===== config.mk =====
export PLATFORM = sky130hd
export DESIGN_NAME = spi_burst_arbiter
export DESIGN_NICKNAME = d
export VERILOG_FILES = /design/src/rtl/spi_burst_arbiter.sv
export SDC_FILE = /design/constraint.sdc
export NUM_CORES = 1
export LEC_CHECK = 0
export CAP_MARGIN = 40
export CORE_ASPECT_RATIO = 0.8
export CORE_UTILIZATION = 39
export CTS_CLUSTER_SIZE = 40
export DETAILED_ROUTE_END_ITERATION = 12
export GPL_TIMING_DRIVEN = 1
export HOLD_SLACK_MARGIN = 0.1
export PLACE_DENSITY = 0.77
export SYNTH_ARGS = -nofsm -noshare
export SYNTH_HDL_FRONTEND = slang
export SYNTH_SLANG_ARGS = --single-unit

===== constraint.sdc =====
create_clock -name clk_i -period 3.08 [get_ports clk_i]
set_input_delay 0.616 -clock clk_i [delete_from_list [all_inputs] [get_ports clk_i]]
set_output_delay 0.616 -clock clk_i [all_outputs]
set_load 0.01 [all_outputs]

===== src/rtl/spi_burst_arbiter.sv =====
// spi_burst_arbiter: round-robin arbiter that lends one SPI controller's
// TX/RX FIFO ports to one client at a time for a whole burst of bytes.
// Each byte is pushed into the TX FIFO, the exchanged byte is popped from
// the RX FIFO and returned to the client. Slave select stays asserted for
// the whole burst.
module spi_burst_arbiter #(
  parameter int NUM_CLIENTS = 4,
  parameter int ID_WIDTH    = 2,
  parameter int DATA_WIDTH  = 8,
  parameter int LEN_WIDTH   = 8
) (
  input  logic                             clk_i,
  input  logic                             arst_n_i,
  input  logic                             soft_rst_i,
  input  logic [NUM_CLIENTS-1:0]           cli_req_i,
  input  logic [NUM_CLIENTS*LEN_WIDTH-1:0] cli_len_i,
  output logic [NUM_CLIENTS-1:0]           cli_gnt_o,
  input  logic [NUM_CLIENTS-1:0]           cli_tx_valid_i,
  input  logic [NUM_CLIENTS*DATA_WIDTH-1:0] cli_tx_data_i,
  output logic [NUM_CLIENTS-1:0]           cli_tx_ready_o,
  output logic [NUM_CLIENTS-1:0]           cli_rx_valid_o,
  output logic [DATA_WIDTH-1:0]            cli_rx_data_o,
  output logic [NUM_CLIENTS-1:0]           cli_done_o,
  output logic [ID_WIDTH-1:0]              gnt_id_o,
  output logic                             slave_select_o,
  output logic                             tx_req_o,
  output logic [DATA_WIDTH-1:0]            tx_data_o,
  input  logic                             tx_ack_i,
  output logic                             rx_req_o,
  input  logic [DATA_WIDTH-1:0]            rx_data_i,
  input  logic                             rx_resp_i,
  output logic                             rx_ack_o
);

  localparam int SW = ID_WIDTH + 1;

  typedef enum logic [2:0] {
    IDLE, SELECT, PUSH, TXW, POP, RACK, RELEASE
  } state_t;

  state_t                    state;
  logic [ID_WIDTH-1:0]       rr_ptr;
  logic [LEN_WIDTH-1:0]      cnt;

  logic [2*NUM_CLIENTS-1:0]  req_dbl;
  logic [NUM_CLIENTS-1:0]    req_rot;
  logic                      pick_found;
  logic [ID_WIDTH-1:0]       pick_off;
  logic [SW-1:0]             pick_sum;
  logic [ID_WIDTH-1:0]       pick_id;
  logic [NUM_CLIENTS-1:0]    pick_oh;
  logic [LEN_WIDTH-1:0]      pick_len;
  logic [DATA_WIDTH-1:0]     gnt_tx_data;
  logic                      gnt_tx_valid;
  logic [ID_WIDTH-1:0]       rr_next;

  // Round-robin pick: rotate requests so rr_ptr sits at bit 0, take the
  // lowest set bit, then map the offset back to a client index.
  always_comb begin
    // NOTE: every variable gets a default before any conditional write so
    // no path leaves it unassigned, which would infer a latch.
    req_dbl    = {cli_req_i, cli_req_i} >> rr_ptr;
    req_rot    = req_dbl[NUM_CLIENTS-1:0];
    pick_found = 1'b0;
    pick_off   = '0;
    for (int j = NUM_CLIENTS - 1; j >= 0; j--) begin
      if (req_rot[j]) begin
        pick_found = 1'b1;
        pick_off   = ID_WIDTH'(j);
      end
    end
    pick_sum = SW'(rr_ptr) + SW'(pick_off);
    if (pick_sum >= SW'(NUM_CLIENTS)) begin
      pick_sum = pick_sum - SW'(NUM_CLIENTS);
    end
    pick_id = pick_sum[ID_WIDTH-1:0];
    pick_oh = NUM_CLIENTS'(1) << pick_id;
  end

  // Per-client muxes: burst length of the picked client, TX byte/valid of
  // the granted client (non-granted clients are masked out).
  always_comb begin
    pick_len     = '0;
    gnt_tx_data  = '0;
    gnt_tx_valid = |(cli_tx_valid_i & cli_gnt_o);
    for (int k = 0; k < NUM_CLIENTS; k++) begin
      if (pick_oh[k])   pick_len    = cli_len_i[k*LEN_WIDTH +: LEN_WIDTH];
      if (cli_gnt_o[k]) gnt_tx_data = cli_tx_data_i[k*DATA_WIDTH +: DATA_WIDTH];
    end
  end

  assign rr_next        = (gnt_id_o == ID_WIDTH'(NUM_CLIENTS - 1)) ? '0
                                                                   : gnt_id_o + ID_WIDTH'(1);
  assign cli_tx_ready_o = (state == PUSH) ? cli_gnt_o : '0;

  // Burst FSM with registered outputs; both resets clear everything.
  always_ff @(posedge clk_i or negedge arst_n_i) begin
    // NOTE: sequential state uses non-blocking assignments so every register
    // samples pre-edge values and simulation matches the synthesized flops.
    if (!arst_n_i) begin
      state          <= IDLE;
      rr_ptr         <= '0;
      cnt            <= '0;
      cli_gnt_o      <= '0;
      gnt_id_o       <= '0;
      slave_select_o <= 1'b0;
      tx_req_o       <= 1'b0;
      tx_data_o      <= '0;
      rx_req_o       <= 1'b0;
      rx_ack_o       <= 1'b0;
      cli_rx_valid_o <= '0;
      cli_rx_data_o  <= '0;
      cli_done_o     <= '0;
    end else if (soft_rst_i) begin
      state          <= IDLE;
      rr_ptr         <= '0;
      cnt            <= '0;
      cli_gnt_o      <= '0;
      gnt_id_o       <= '0;
      slave_select_o <= 1'b0;
      tx_req_o       <= 1'b0;
      tx_data_o      <= '0;
      rx_req_o       <= 1'b0;
      rx_ack_o       <= 1'b0;
      cli_rx_valid_o <= '0;
      cli_rx_data_o  <= '0;
      cli_done_o     <= '0;
    end else begin
      // Single-cycle pulses fall back to zero unless re-asserted below.
      rx_ack_o       <= 1'b0;
      cli_rx_valid_o <= '0;
      cli_done_o     <= '0;
      unique case (state)
        IDLE: begin
          if (pick_found) begin
            cli_gnt_o <= pick_oh;
            gnt_id_o  <= pick_id;
            cnt       <= pick_len;
            state     <= (pick_len == '0) ? RELEASE : SELECT;
          end
        end
        SELECT: begin
          slave_select_o <= 1'b1;
          state          <= PUSH;
        end
        PUSH: begin
          if (gnt_tx_valid) begin
            tx_data_o <= gnt_tx_data;
            tx_req_o  <= 1'b1;
            state     <= TXW;
          end
        end
        TXW: begin
          if (tx_ack_i) begin
            tx_req_o <= 1'b0;
            rx_req_o <= 1'b1;
            state    <= POP;
          end
        end
        POP: begin
          if (rx_resp_i) begin
            cli_rx_data_o  <= rx_data_i;
            rx_req_o       <= 1'b0;
            rx_ack_o       <= 1'b1;
            cli_rx_valid_o <= cli_gnt_o;
            cnt            <= cnt - LEN_WIDTH'(1);
            state          <= RACK;
          end
        end
        RACK: begin
          state <= (cnt == '0) ? RELEASE : PUSH;
        end
        RELEASE: begin
          slave_select_o <= 1'b0;
          cli_done_o     <= cli_gnt_o;
          cli_gnt_o      <= '0;
          rr_ptr         <= rr_next;
          state          <= IDLE;
        end
        default: state <= IDLE;
      endcase
    end
  end

endmodule

* After elaboration in Yosys (flattened, before gate mapping) *
Index checks and enable logic that the tools add are counted.

word-level totals
  register bits after elaboration = 47
  bits of input ports = 85
  output and inout bits = 38

cells by class
  add/sub/neg operators = 4
  magnitude comparators = 1
  equal/unequal tests = 11
  shift-type cells = 2
  mux-type cells = 63
  bitwise operators = 1
  reduce and logical (&&, ||, !) cells = 24

operators by type and width
  kind                                                                    number
  8-bit two-way mux                                                       17
  4-bit two-way mux                                                       8
  2-bit two-way mux                                                       11
  3-bit two-way mux                                                       7
  3-bit one-hot mux with 6 select lines                                   1
  8-bit logical NOT                                                       2
  8-bit one-hot mux with 2 select lines                                   1
  3-bit nonzero test                                                      5
  1-bit two-way mux                                                       14
  2-bit nonzero test                                                      7
  3-bit != test (second input constant)                                   4
  3-bit equality test (second input constant)                             3
  3-bit AND reduction                                                     3
  4-bit one-hot mux with 2 select lines                                   1
  2-bit AND reduction                                                     4
  8-bit by 2-bit >> shifter with 4-bit output                             1
  8-bit by 1-bit subtractor with 8-bit output (second input constant)     1
  3-bit by 2-bit equality test with 1-bit output (second input constant)  2
  1-bit one-hot mux with 2 select lines                                   3
  4-bit bitwise AND                                                       1
  4-bit AND reduction                                                     1
  4-bit OR reduction                                                      1
  1-bit by 2-bit left shift with 4-bit output (first input constant)      1
  2-bit by 2-bit adder with 3-bit output                                  1
  6 further kinds                                                         6

* Logic depth before layout (Yosys ltp) *
Gate-level depths: netlist of the first run.

  depth after elaboration = 18
  gate-level depth with buffers = 14

* Worst setup path after synthesis of the first run *
No wires, ideal clock.

  path type = input to register
  from = input cli_req_i[0]
  to = register state[0]
  setup time = 136 ps
  data arrival time = 3,057 ps
  required time = 2,944 ps
  setup slack = -113 ps
  cell stages on the path = 12
  path buffers = 2
  path through = inv_1 > o21ai_0 > a21oi_1 > nor3_1 > a21oi_1 > ha_1 > clkbuf_1 > buf_1 > mux4_1 > nor4_2 > a31o_2 > a21oi_1

between the ends
  cells in the longest elaborated chain, start to end = 18

RTL lines
  what                                                                                              line    RTL
  from (decl)                                                                                       15      input logic [NUM_CLIENTS-1:0] cli_req_i,
  8-bit by 2-bit >> shifter with 4-bit output *                                                     62      req_dbl = {cli_req_i, cli_req_i} >> rr_ptr;
  2-bit two-way mux (4 in a row)                                                                    67      if (req_rot[j]) begin
  2-bit by 2-bit adder with 3-bit output                                                            72      pick_sum = SW'(rr_ptr) + SW'(pick_off);
  3-bit greater-or-equal comparator or 2-bit by 1-bit subtractor with 2-bit output (tied branches)  73, 74
  2-bit two-way mux                                                                                 73      if (pick_sum >= SW'(NUM_CLIENTS)) begin
  1-bit by 2-bit left shift with 4-bit output                                                       77      pick_oh = NUM_CLIENTS'(1) << pick_id;
  8-bit two-way mux (4 in a row)                                                                    87      if (pick_oh[k]) pick_len = cli_len_i[k*LEN_WIDTH +: LEN_WIDTH];
  8-bit logical NOT                                                                                 139     state <= (pick_len == '0) ? RELEASE : SELECT;
  3-bit two-way mux                                                                                 139
  3-bit two-way mux                                                                                 135     if (pick_found) begin
  3-bit one-hot mux with 6 select lines                                                             133     unique case (state)
  3-bit two-way mux                                                                                 114     end else if (soft_rst_i) begin
  to (signal assigned)                                                                              139
  to (signal assigned)                                                                              171     state <= (cnt == '0) ? RELEASE : PUSH;
  to (decl)                                                                                         41      state_t state;

Every way passes the cells marked *; elsewhere a longest branch is shown, timed or not. The select of a mux whose other input is x is not followed.
A chain may end at the register's enable or synchronous reset.

* Worst setup path after layout of the first run *
  from = input cli_req_i[3]
  to = register state[0]

Same word-level chain as after synthesis.

==> run metrics, run 1 <==
status finished clean; DRC Markers 0; top cell type's share of synthesized area 0.3953; Area Overhead vs Synth 56.69%; final hold viol count 0; Worst Path Required 3270 ps; Finished Layout Cells roughly 600; most frequent cells in the layout clkdlybuf4s50_1 (117), nand2_1 (49), dfrtp_1 (47); H-tree Lvls 2; total net switching power 597.4 µW; CTS tree built; Power Density ~390 nW/µm²; first-pass GRT wire length between 10000 and 15000 µm; Async S/R FF share, synth 1.000; Synth Flop Type dfrtp_1; Slew @ Worst Pin about 640 ps; f_max around 0.34 GHz; mux contribution to synthesized area 0.08621; pin count of the biggest net entering global routing 35; Post-Synth Adder-Cell Area 0.01262; sequential cell area fraction in the yosys report 0.3953; Clock Tree Root clkbuf_8; XOR/XNOR Fraction of Synth Area 0.008410; hold buffer count at CTS 0; First DRT Iteration DRCs 193; core area between 7000 and 8000 µm²; EDFF count, synth 0; Initial Util 0.4025; area of the multi-input gates between 1500 and 2000 µm²; Flop pwr share 0.419; total iterations of the first detailed-routing run 5; Internal ~1200 µW; worst endpoint data arrival time 3120 ps; Worst Skew a little over 8 ps; DPL Wire Length roughly 6700 µm; Antenna diodes 0; Slew HR 0.5741; CTS max path bufs 2; CTS buffer count 5; Clock power frac 0.199; CP Class in2reg; Filler cells between 600 and 700; post-synth cell types ~50; pre-CTS setup slack -644.5 ps; Synth Area in Simple Gates 0.2288; post-placement cell area 4461 µm²; fin area about 4700 µm²; ranking of synthesized cells by area dfrtp_1 (40%), mux4_1 (7.9%), nand2_1 (6.3%); Die Span Y 80.13 µm; Cell Rows 28; io pins ~120; antenna violations before repair 0; Skew-Pair Late Insertion Delay 300 ps; synthesized area roughly 3000 µm²; vias in the first global route between 2000 and 3000; Hold Path Class in2async; Max VDD drop between 0.00015 and 0.0002 V; clock transition time at the flip-flop clock pins of the worst setup and hold paths around 90 ps; Crit Path Max Fanout 7; max-slew violation count 0; port bufs approximately 120; Critical Path Source Type input pin; largest family of logic cells by synthesized area simple AND/OR/NAND/NOR gates; die area approximately 8000 µm²; Clock Sinks 47; max-capacitance violation count 0; Yosys warning count 0; Routability Congestion approximately 0.86; Worst Slack Setup Final 150.5 ps; Post-Syn Instances 342; Fin Setup TNS 0 ps; post-synthesis register bit count 47; layout cell share with drive strength beyond 1 0.1351; Sw Ratio 0.3327; Seq. cell area between 1000 and 1500 µm²; Post-Route WL about 8500 µm; Post-Syn Area per Cell ~8.7 µm²; fin crit share 0.9511; Comb power frac 0.382; Worst setup EP type flip-flop; GRT Overall Usage 0.2106; Leakage about 0.0019 µW; final antenna-violating net count 0; min Tclk post-route 2929 ps; DR vias/cell about 5.2; Hold WS between 300 and 400 ps; placed insts around 570; Final Setup Violations 0; most common cell after layout, fill and taps aside clkdlybuf4s50_1; Synth area leader dfrtp_1; via count 3075; Synth Net Count 430; Die X 99.66 µm; # nets final 568; grt ovf 0; Compound-Gate Fraction of Synth Area 0.2254; mean routed wirelength per cell 14.42 µm
[worst max-delay path, cell delays in order]
cell and delay, ps:
clkdlybuf4s15_1 300, nand2_1 100, a2bb2oi_2 160, nor2_1 60
a21oi_2 130, a21oi_2 90, ha_4 190, xnor2_2 140
xnor2_2 270, buf_6 160, mux4_2 320, nor4_2 230
buf_4 150, a31o_2 140, a21oi_1 60
[layout make-up]
class / instances / area share
Clock buffer: 6 / 0.01557
Clock inverter: 2 / 0.002684
Inverter: 7 / 0.005636
Multi-Input combinational cell: 265 / 0.3712
Sequential cell: 47 / 0.2523
Tap cell: 105 / 0.02818
Timing Repair Buffer: 154 / 0.3245
[synth_stat cells (2+ instances only)]
cell type	n
mux4_1	9
o21ai_1	3
or2_2	2
and3b_1	3
o31a_1	2
nand3_1	2
nor2b_1	3
clkbuf_1	17
nor3_1	14
a22o_1	3
and2_1	13
and3_1	3
a22oi_1	12
inv_1	7
nor4_1	2
dfrtp_1	47
o211ai_1	9
nand2_1	50
buf_1	2
ha_1	3
a21oi_1	34
o21ai_0	31
o22ai_1	3
nor3b_1	5
nor2_1	36
mux2i_1	2
buf_4	2
nand2b_1	2
[power by group through the flow]
stage	Clock [µW]	Sequential [µW]	Combinational (µW)
2_1_floorplan	0	742	348
3_3_place_gp	0	760	629
3_5_place_dp	0	763	649
4_1_cts	371	751	669
5_1_grt	401	766	748
6_report	357	753	685
[metrics by stage]
| stage | utilization | total power (µW) |
|---|---|---|
| after floorplan | - | 1090 |
| after global placement | 0.5997 | 1389 |
| after detailed placement | 0.6034 | 1412 |
| after CTS | 0.6234 | 1791 |
| after global routing | 0.6307 | 1915 |
| final | 0.6307 | 1796 |
[sequential cells by signal, summed over array words and instances (netlist names)]
signal          count
cli_rx_data_o       8
cnt                 8
tx_data_o           8
cli_done_o          4
cli_gnt_o           4
cli_rx_valid_o      4
state               3
gnt_id_o            2
rr_ptr              2
rx_ack_o            1
rx_req_o            1
slave_select_o      1
tx_req_o            1
[metal layers]
layer	wire [µm]	up-vias	track usage
met2	3977	132	0.3347
met3	492	7	0.02872
li1	-	1516	-
met1	3894	1420	0.3054
met4	85	0	0.04706
met5	0	-	0
[timing repair]
item,4_1_cts,5_1_grt
endpoints found under the setup margin,10,9
setup buffers,4,2
resized for setup,10,15
pin swaps,5,6
[logic make-up (layout without fill, tap and decap cells)]
group                      Yosys count  in the layout
AOI/OAI and AO/OA                  109            109
DFF                                 47             47
and+or+nand+nor                    140            140
adders and majority gates            3              3
xor gates and xnor gates             2              2
buffers and inverters               30            169
muxes                               11             11
[worst paths after layout]
path	to	slack, ps	start	cells after the start
max	state[0]	150	cli_req_i[3]	15
min	slave_select_o	330	arst_n_i	1
max reg2reg	state[0]	200	rr_ptr[1]	14
min reg2reg	cli_rx_data_o[4]	520	cli_rx_data_o[4]	2
max in group asynchronous	tx_req_o	2240	arst_n_i	2
min in group clk_i	cli_rx_data_o[4]	520	cli_rx_data_o[4]	2
(Power assumes the default switching activity.)
==> run 2: changes to the inputs <==
--- a/config.mk
+++ b/config.mk
@@ -7,12 +7,11 @@
 export LEC_CHECK = 0
 export CAP_MARGIN = 40
 export CORE_ASPECT_RATIO = 0.8
-export CORE_UTILIZATION = 39
+export CORE_UTILIZATION = 31
 export CTS_CLUSTER_SIZE = 40
 export DETAILED_ROUTE_END_ITERATION = 12
 export GPL_TIMING_DRIVEN = 1
 export HOLD_SLACK_MARGIN = 0.1
-export PLACE_DENSITY = 0.77
 export SYNTH_ARGS = -nofsm -noshare
 export SYNTH_HDL_FRONTEND = slang
 export SYNTH_SLANG_ARGS = --single-unit
==> run 2 against run 1 <==
Net effect: clock skew down 3.5 ps; largest power group unchanged; sequential power hardly changed; power up 7.3%; the run now ends with DRC left.
==> run metrics, run 2 (same netlist as run 1, synthesis figures left out) <==
max-slew violation count 0 (unchanged); Top Registers cli_rx_data_o (8), cnt (8), tx_data_o (8); DPL Wire Length 6559 µm (-1.4%); Slew HR 0.4561 (-0.1180); Worst Slack Setup Final 191.2 ps (+40.68 ps); Final Setup Violations 0 (unchanged); Post-Route WL 8459 µm (+0.11%); Worst Skew 4.653 ps (-3.536 ps); most frequent cells in the layout clkdlybuf4s50_1 (117), nand2_1 (49), dfrtp_1 (47); layout cell share with drive strength beyond 1 0.1304 (-0.004700); Area Overhead vs Synth 57.23%; min Tclk post-route 2889 ps (-40.68 ps); Hold WS 244.5 ps (-81.66 ps); CP peak stage delay 320 ps (about the same); Die X 111.5 µm (+12%); first-pass GRT wire length 13580 µm (+1.4%); final antenna-violating net count 0 (unchanged); Worst Path Required 3280 ps (about the same); Antenna diodes 0 (unchanged); R2R setup slack 250 ps (+50 ps); Skew-Pair Late Insertion Delay 280 ps (-20 ps); status finished with violations; H-tree Lvls 2 (unchanged); Worst setup EP type flip-flop; pin count of the biggest net entering global routing 35 (unchanged); worst endpoint data arrival time 3090 ps (-30 ps); Pwr Total 1927 µW (+7.3%); most used cell, CP xnor2_2; Filler cells 868 (+44%); reg2reg end state[1]; Crit Path Max Fanout 7 (unchanged); Cell Rows 31 (+11%); crit path buf inv count 4 (+1); Routability Congestion 0.8543 (-1.1%); most common cell after layout, fill and taps aside clkdlybuf4s50_1; CP Cell Sequence dlygate4sd2_1, inv_2, nand2_2, a21oi_2, nor3_2, a21oi_1, ha_2, xnor2_2, xnor2_2, buf_6, buf_4, mux4_2, nor4_4, nand2_1, o21ai_1; reg2reg path depth 14 (unchanged); DR vias/cell 5.082 (-3.2%); Clock Sinks 47 (unchanged); io pins 123 (unchanged); pre-CTS setup slack -574.7 ps (+69.79 ps); f_max 0.3462 GHz (+1.4%); port bufs 122 (unchanged); Crit-path slowest cell mux4_2; Leakage 0.001926 µW (+0.54%); failing checks DRC; mean routed wirelength per cell 14.15 µm (-1.9%); Initial Util 0.3237 (-0.07884); Max VDD drop 0.0002069 V (+15%); crit-path leading delay family buffers and inverters; Clock Tree Root clkbuf_16; Power Density 412.0 nW/µm² (+7.0%); DRC Markers 7 (+7); max-capacitance violation count 0 (unchanged); Critical Path Source Type input pin; die area 9996 µm² (+25%); CP Class in2reg; antenna violations before repair 0 (unchanged); CTS buffer count 5 (unchanged); core area 9193 µm² (+24%); grt ovf 0 (unchanged); Finished Layout Cells 598 (+2.0%); R2R Path Start rr_ptr[1]; GRT Overall Usage 0.1692 (-0.04144); via count 3039 (-1.2%); CTS tree built; First DRT Iteration DRCs 139 (-28%); Die Span Y 89.63 µm (+12%); clock transition time at the flip-flop clock pins of the worst setup and hold paths 60 ps (-30 ps); total iterations of the first detailed-routing run 10 (+5); # nets final 570 (+0.35%); Hold Path Class in2async; Slew @ Worst Pin 809.7 ps (+170.7 ps); CTS max path bufs 2 (unchanged); hold buffer count at CTS 0 (unchanged); placed insts 584 (+2.1%); vias in the first global route 2780 (-0.14%); final hold viol count 0 (unchanged); fin crit share 0.9379 (-0.01321)
-- run 2: power by group --
| group | switching [µW] | total [µW] | internal, µW |
|---|---|---|---|
| logic | 309 | 666 | 357 |
| clock network | 209 | 509 | 300 |
| registers | 76.6 | 752 | 676 |
| total | 595 | 1930 | 1330 |
-- run 2: layout make-up --
class	instances	area (µm²)	area share
multi-input combinational	265	1695	0.3624
timing repair buffer	156	1499	0.3204
sequential	47	1176	0.2514
tap	115	143.9	0.03076
clock buffer	7	132.6	0.02835
inverter	7	26.28	0.005616
clock inverter	1	5.005	0.001070
-- run 2: worst max path at each step --
stage               slack [ps]          from  cells past startpoint        to
floorplan                   30  cli_req_i[0]                     12  state[0]
global placement          -490  cli_req_i[3]                     14  state[0]
detailed placement        -570  cli_req_i[3]                     14  state[0]
CTS                        100  cli_req_i[2]                     14  state[0]
global route               -10  cli_req_i[0]                     15  state[0]
finish                     190  cli_req_i[0]                     15  state[1]
-- run 2: per-layer routing --
metal	part of all wire	track usage	up-vias
li1	-	-	1511
met1	0.49	0.2443	1423
met2	0.44	0.2580	101
met3	0.063	0.03893	4
met4	0.0054	0.03931	0
met5	0	0	-
-- run 2: through the flow --
step | instance area, µm² | utilization | setup TNS (ps)
6_report | 4678 | 0.5089 | 0
3_3_place_gp | 4448 | 0.4839 | -2890
5_1_grt | 4678 | 0.5089 | -10.14
4_1_cts | 4652 | 0.5061 | 0
2_1_floorplan | 2977 | - | 0
3_5_place_dp | 4468 | 0.4860 | -4142
-- run 2: timing repair --
action                                 CTS  global route
gates cloned                             0             0
endpoints found under the hold margin    0             0
pin swaps                                7             5
resized for setup                       11            10
setup endpoints to repair                9             3
setup buffers                            5             1
==> edit 1 (config.mk and constraints of run 2) <==
Change the parameter `ID_WIDTH` from 2 to 4.
--- a/src/rtl/spi_burst_arbiter.sv
+++ b/src/rtl/spi_burst_arbiter.sv
@@ -7,3 +7,3 @@
   parameter int NUM_CLIENTS = 4,
-  parameter int ID_WIDTH    = 2,
+  parameter int ID_WIDTH    = 4,
   parameter int DATA_WIDTH  = 8,
Ports: changed (resized gnt_id_o); port bits go from 123 to 125. The function was not compared with the original's and may differ.
==> edit 1 against run 2 <==
The flow finishes with violations (setup timing); wire length up 22%; cell area grew 12%; setup slack lost 0.48 ns; count of clock-buffer cells in the layout is 1 lower; final cell count is 7.5% higher; area after synthesis increased by 6.7%; clock skew grew 0.0011 ns; power increased by 45%; sequential cell count is 4 higher; largest power group is now combinational cells; highest routed layer unchanged.
==> edit 1: results (changes against run 2) <==
{| class="wikitable"
! Metric !! Value
|-
| Antenna violations before repair || 0 (unchanged)
|-
| Drt first-iter violations || 164 (+18%)
|-
| Number of buffers added on ports || 124 (+1.6%)
|-
| Detailed-route wire length per cell || 16.1 µm (+14%)
|-
| DR pass1 iterations || 6 (-4)
|-
| Clk slew on worst S/H paths || 0.07 ns
|-
| Actual slew at the worst max-slew pin || 0.743 ns (-0.0662 ns)
|-
| Diode insertion count for antenna repair || 0 (unchanged)
|-
| Syn_nets || 445 (+3.5%)
|-
| Worst clock skew on the final layout || 0.00580 ns (+0.00115 ns)
|-
| Most frequent cells after synthesis || dfrtp_1, nand2_1, a21oi_1
|-
| Wire length of the first global-routing pass || 16800 µm (+24%)
|-
| Final net count || 598 (+4.9%)
|-
| Sequential share of the synthesized area || 40.2% (+0.66 points)
|-
| Highest routed layer || met4
|-
| Kind of end point of the critical path || flip-flop
|-
| Startpoint of the most critical register-to-register path || rr_ptr[0]
|-
| Number of warnings printed during yosys synthesis || 0 (unchanged)
|-
| Number of setup violations in the final report || 16 (+16)
|-
| Capture point of the worst reg-to-reg path || state[0]
|-
| Final hold slack || 0.270 ns (+0.0252 ns)
|-
| Total routing usage reported by global routing || 20.2% (+3.3 points)
|-
| Sum of negative setup slack || -2.79 ns (-2.79 ns)
|-
| Failing checks || setup timing
|-
| Fin worst setup slack || -0.286 ns (-0.477 ns)
|-
| Critical path's top delay family || simple AND/OR/NAND/NOR gates
|-
| Int Power || 1770 µW (+33%)
|-
| Routed vias/inst || 5.07 (-0.17%)
|-
| Fraction of layout instances using a drive strength above 1 || 21.9% (+8.9 points)
|-
| Maximum fanout count along the critical path || 6 (-1)
|-
| Total placed cells including tap cells || 627 (+7.4%)
|-
| Placed inst area || 4750 µm² (+6.3%)
|-
| H-tree Lvls || 2 (unchanged)
|-
| Largest cells by area after synthesis || dfrtp_1, a21oi_1, nand2_1, mux4_2, nor2_1
|-
| Outcome || finished, violations left
|-
| Slowest stage cell, crit path || fa_2
|-
| Global placer's final weighted congestion || 0.809 (-5.3%)
|-
| Leakage power figure || 0.00216 µW (+12%)
|-
| Worst stage delay on the critical path || 0.66 ns (+0.34 ns)
|-
| Largest net degree at the start of global routing || 33 (-5.7%)
|-
| Worst-case reg-to-reg path depth || 12 (-2)
|-
| Max VDD drop || 0.238 mV (+15%)
|-
| Met3 wire len || 447 µm (-16%)
|-
| Detail Route met2 WL || 5100 µm (+36%)
|-
| M1 wire length || 4680 µm (+13%)
|-
| Worst Path Arrival || 3.55 ns (+0.46 ns)
|-
| Post-detailed-placement half-perimeter wirelength || 7460 µm (+14%)
|-
| Count of mapped cells out of synthesis || 354 (+3.5%)
|-
| Distinct cell type count after synthesis || 59 (+20%)
|-
| Number of non-filler instances in the completed layout || 643 (+7.5%)
|-
| Via count of the first global-routing pass || 3312 (+19%)
|}
[edit 1: cell types whose count changed in the layout (fill, tap and decap cells not counted), moves of 6 or more]
cell / change
o21ai_0: -18
a22oi_1: -12
nand2_1: -11
inv_1: +10
nor2_1: -10
a221oi_1: +8
nor2b_1: +8
o211ai_1: -8
a211oi_1: +7
buf_4: +6
buf_6: +6
o31ai_1: +6
[edit 1: cell type report]
cell class                 instances  area [µm²]
clock buffer                       6         129
clock inverter                     1        30.0
fill                             900        4550
inverter                          17        66.3
multi-input combinational        265        2010
sequential                        51        1280
tap                              136         170
timing repair buffer             167        1570
[edit 1: per-layer routing]
metal	vias up	track usage, %
met5	-	0
met4	0	3.57
met3	10	3.93
met2	80	34.8
met1	1573	26.4
li1	1599	-
[edit 1: logic make-up (layout without fill, tap and decap cells)]
family / after synthesis / after routing / share of synthesized area [%]
AND/OR/NAND/NOR: 140 / 140 / 21.6
AO/OA/AOI/OAI: 108 / 108 / 23.3
flip-flops: 51 / 51 / 40.2
buffers and inverters: 38 / 191 / 5.40
multiplexers: 8 / 8 / 6.03
adder cells (fa/ha/maj): 6 / 6 / 2.60
XOR/XNOR: 3 / 3 / 0.828
[edit 1: worst max-delay path by stage]
stage,from,end,slack (ns),depth (start not counted)
global route,cli_req_i[1],state[0],-0.44,16
floorplan,cli_req_i[2],state[0],-0.21,13
global placement,cli_req_i[1],state[0],-0.92,16
finish,rr_ptr[0],state[0],-0.29,12
detailed placement,cli_req_i[1],state[0],-1.03,16
CTS,rr_ptr[0],state[0],-0.27,13
[edit 1: worst reg2reg max path, stage by stage, from the launching register on]
cell and delay, ns:
dfrtp_1 0.43, and2_4 0.17, or3_4 0.38, nor3_4 0.12
a31oi_1 0.06, or2_4 0.26, fa_2 0.66, mux4_2 0.38
nor4_4 0.34, o2111ai_2 0.16, nand2_2 0.12, and2_4 0.14
o31ai_2 0.05
[edit 1: metrics by stage]
stage	setup slack (ns)	total power [µW]
floorplan	-0.210	1600
global placement	-0.919	2050
detailed placement	-1.03	2060
CTS	-0.273	2730
global route	-0.441	2990
finish	-0.286	2800
[edit 1: repair_timing]
item                                   CTS  global route
setup endpoints to repair               17            17
gates resized for setup                 48            24
endpoints found under the hold margin    0             0
buffers inserted                         6             4
pin swaps                               16            16
[edit 1: power by group through the flow]
| stage | clock network [µW] | registers (µW) | logic, µW |
|---|---|---|---|
| after floorplan | 0 | 913 | 690 |
| after global placement | 0 | 953 | 1100 |
| after detailed placement | 0 | 955 | 1100 |
| after CTS | 629 | 945 | 1160 |
| after global routing | 657 | 977 | 1350 |
| final | 623 | 956 | 1220 |
==> edit 2 (config.mk and constraints of run 2) <==
Made on the original files. Encoding of `state_t`: now one-hot (7 bits for 7 states).
--- a/src/rtl/spi_burst_arbiter.sv
+++ b/src/rtl/spi_burst_arbiter.sv
@@ -36,4 +36,4 @@
 
-  typedef enum logic [2:0] {
-    IDLE, SELECT, PUSH, TXW, POP, RACK, RELEASE
+  typedef enum logic [6:0] {
+    IDLE = 7'b0000001, SELECT = 7'b0000010, PUSH = 7'b0000100, TXW = 7'b0001000, POP = 7'b0010000, RACK = 7'b0100000, RELEASE = 7'b1000000
   } state_t;
Formal check against the unedited RTL: same outputs for any inputs over 10 cycles, from zero or initial values and one cycle with arst_n_i low; not proved beyond that.
==> edit 2 against run 2 <==
Sequential share of layout area is 0.85 points higher; utilization fell by 2.7 points; register-to-register slack improved by 0.14 ns; sequential cell count increased by 4; power increased by 11%; wire length is 23% higher; cell area grew 5.1%; setup slack worse by 0.072 ns; critical endpoint is now cnt[6]; highest routed layer unchanged; critical path type unchanged; area after synthesis is 9.2% higher; maximum frequency is 2.4% lower; global-route usage is 2.4 points higher.
==> edit 2: results (changes against run 2) <==
{| class="wikitable"
! Metric !! Value
|-
| Total via count in the routed design || 3356 (+10%)
|-
| Worst-case reg-to-reg path depth || 10 (-4)
|-
| Detail Route met2 WL || 4640 µm (+24%)
|-
| Detailed-route wire length per cell || 16.4 µm (+16%)
|-
| Capture point of the worst reg-to-reg path || cnt[6]
|-
| Total routing usage reported by global routing || 19.4% (+2.4 points)
|-
| Worst clock skew on the final layout || 0.00380 ns (-0.000854 ns)
|-
| Final cycle utilization of the critical path || 96.1% (+2.3 points)
|-
| XOR/XNOR Fraction of Synth Area || 0.539% (-0.30 points)
|-
| Post-cts resize count || 0 (-11)
|-
| Worst Path Arrival || 3.12 ns (+0.03 ns)
|-
| Final net count || 580 (+1.8%)
|-
| Final hold slack || 0.427 ns (+0.182 ns)
|-
| Drt first-iter violations || 183 (+32%)
|-
| Max VDD drop || 0.255 mV (+23%)
|-
| Outcome || complete, no violations
|-
| Worst slack at placement || -0.178 ns (+0.397 ns)
|-
| Number of post-CTS setup repair buffers || 0 (-5)
|-
| Global placer's final weighted congestion || 0.903 (+5.7%)
|-
| CP Launch Point || cli_req_i[1]
|-
| Global routing usage on met3 || 3.37% (-0.52 points)
|-
| Via count of the first global-routing pass || 3157 (+14%)
|-
| Largest net degree at the start of global routing || 52 (+49%)
|-
| Critical path's top delay family || simple AND/OR/NAND/NOR gates
|-
| Number of non-filler instances in the completed layout || 632 (+5.7%)
|-
| Global Route met2 Usage || 29.1% (+3.3 points)
|-
| Met3 wire len || 648 µm (+22%)
|-
| Fraction of layout instances using a drive strength above 1 || 11.4% (-1.7 points)
|-
| Startpoint of the most critical register-to-register path || rr_ptr[0]
|-
| Post-detailed-placement half-perimeter wirelength || 8030 µm (+22%)
|-
| Syn_nets || 445 (+3.5%)
|-
| Post-synthesis area per instance || 9.12 µm² (+4.9%)
|-
| DR pass1 iterations || 5 (-5)
|-
| Worst stage delay on the critical path || 0.53 ns (+0.21 ns)
|-
| Largest cells by area after synthesis || dfrtp_1, mux2i_1, a21oi_1, nor2_1, nor3_1
|-
| M1 wire length || 5050 µm (+22%)
|-
| Leakage power figure || 0.00206 µW (+6.8%)
|-
| Total placed cells including tap cells || 624 (+6.8%)
|-
| Relative max-transition margin || 49.6% (+4.0 points)
|}
edit 2: changes by cell type after synthesis, moves of 7 or more:
cell,before,now
a22oi_1,12,1
o21ai_0,31,16
a211oi_1,1,8
nand2_1,50,19
a221oi_1,0,9
mux4_1,9,1
nor2b_1,3,14
nor4_1,2,10
mux2i_1,2,14
a21oi_1,34,25
nand3_1,2,11
edit 2: power by group:
| part | internal, µW | total (µW) | leakage, µW | switching [µW] |
|---|---|---|---|---|
| registers | 726 | 803 | 0.000700 | 77.4 |
| logic | 361 | 738 | 0.00128 | 377 |
| clock network | 346 | 591 | 0.0000761 | 245 |
edit 2: cell families after synthesis:
family	Yosys count
and+or+nand+nor	152
AOI/OAI and AO/OA	99
DFF	51
buffers and inverters	29
muxes	19
adders and majority gates	4
xor gates and xnor gates	2
edit 2: cell type report:
cell class	count	area, µm²
well taps	140	175
flip-flops and latches	51	1280
multi-input cells	276	1860
fillers	985	5280
clock inverters	1	7.51
repair buffers	148	1410
inverters	9	35.0
clock buffers	7	153
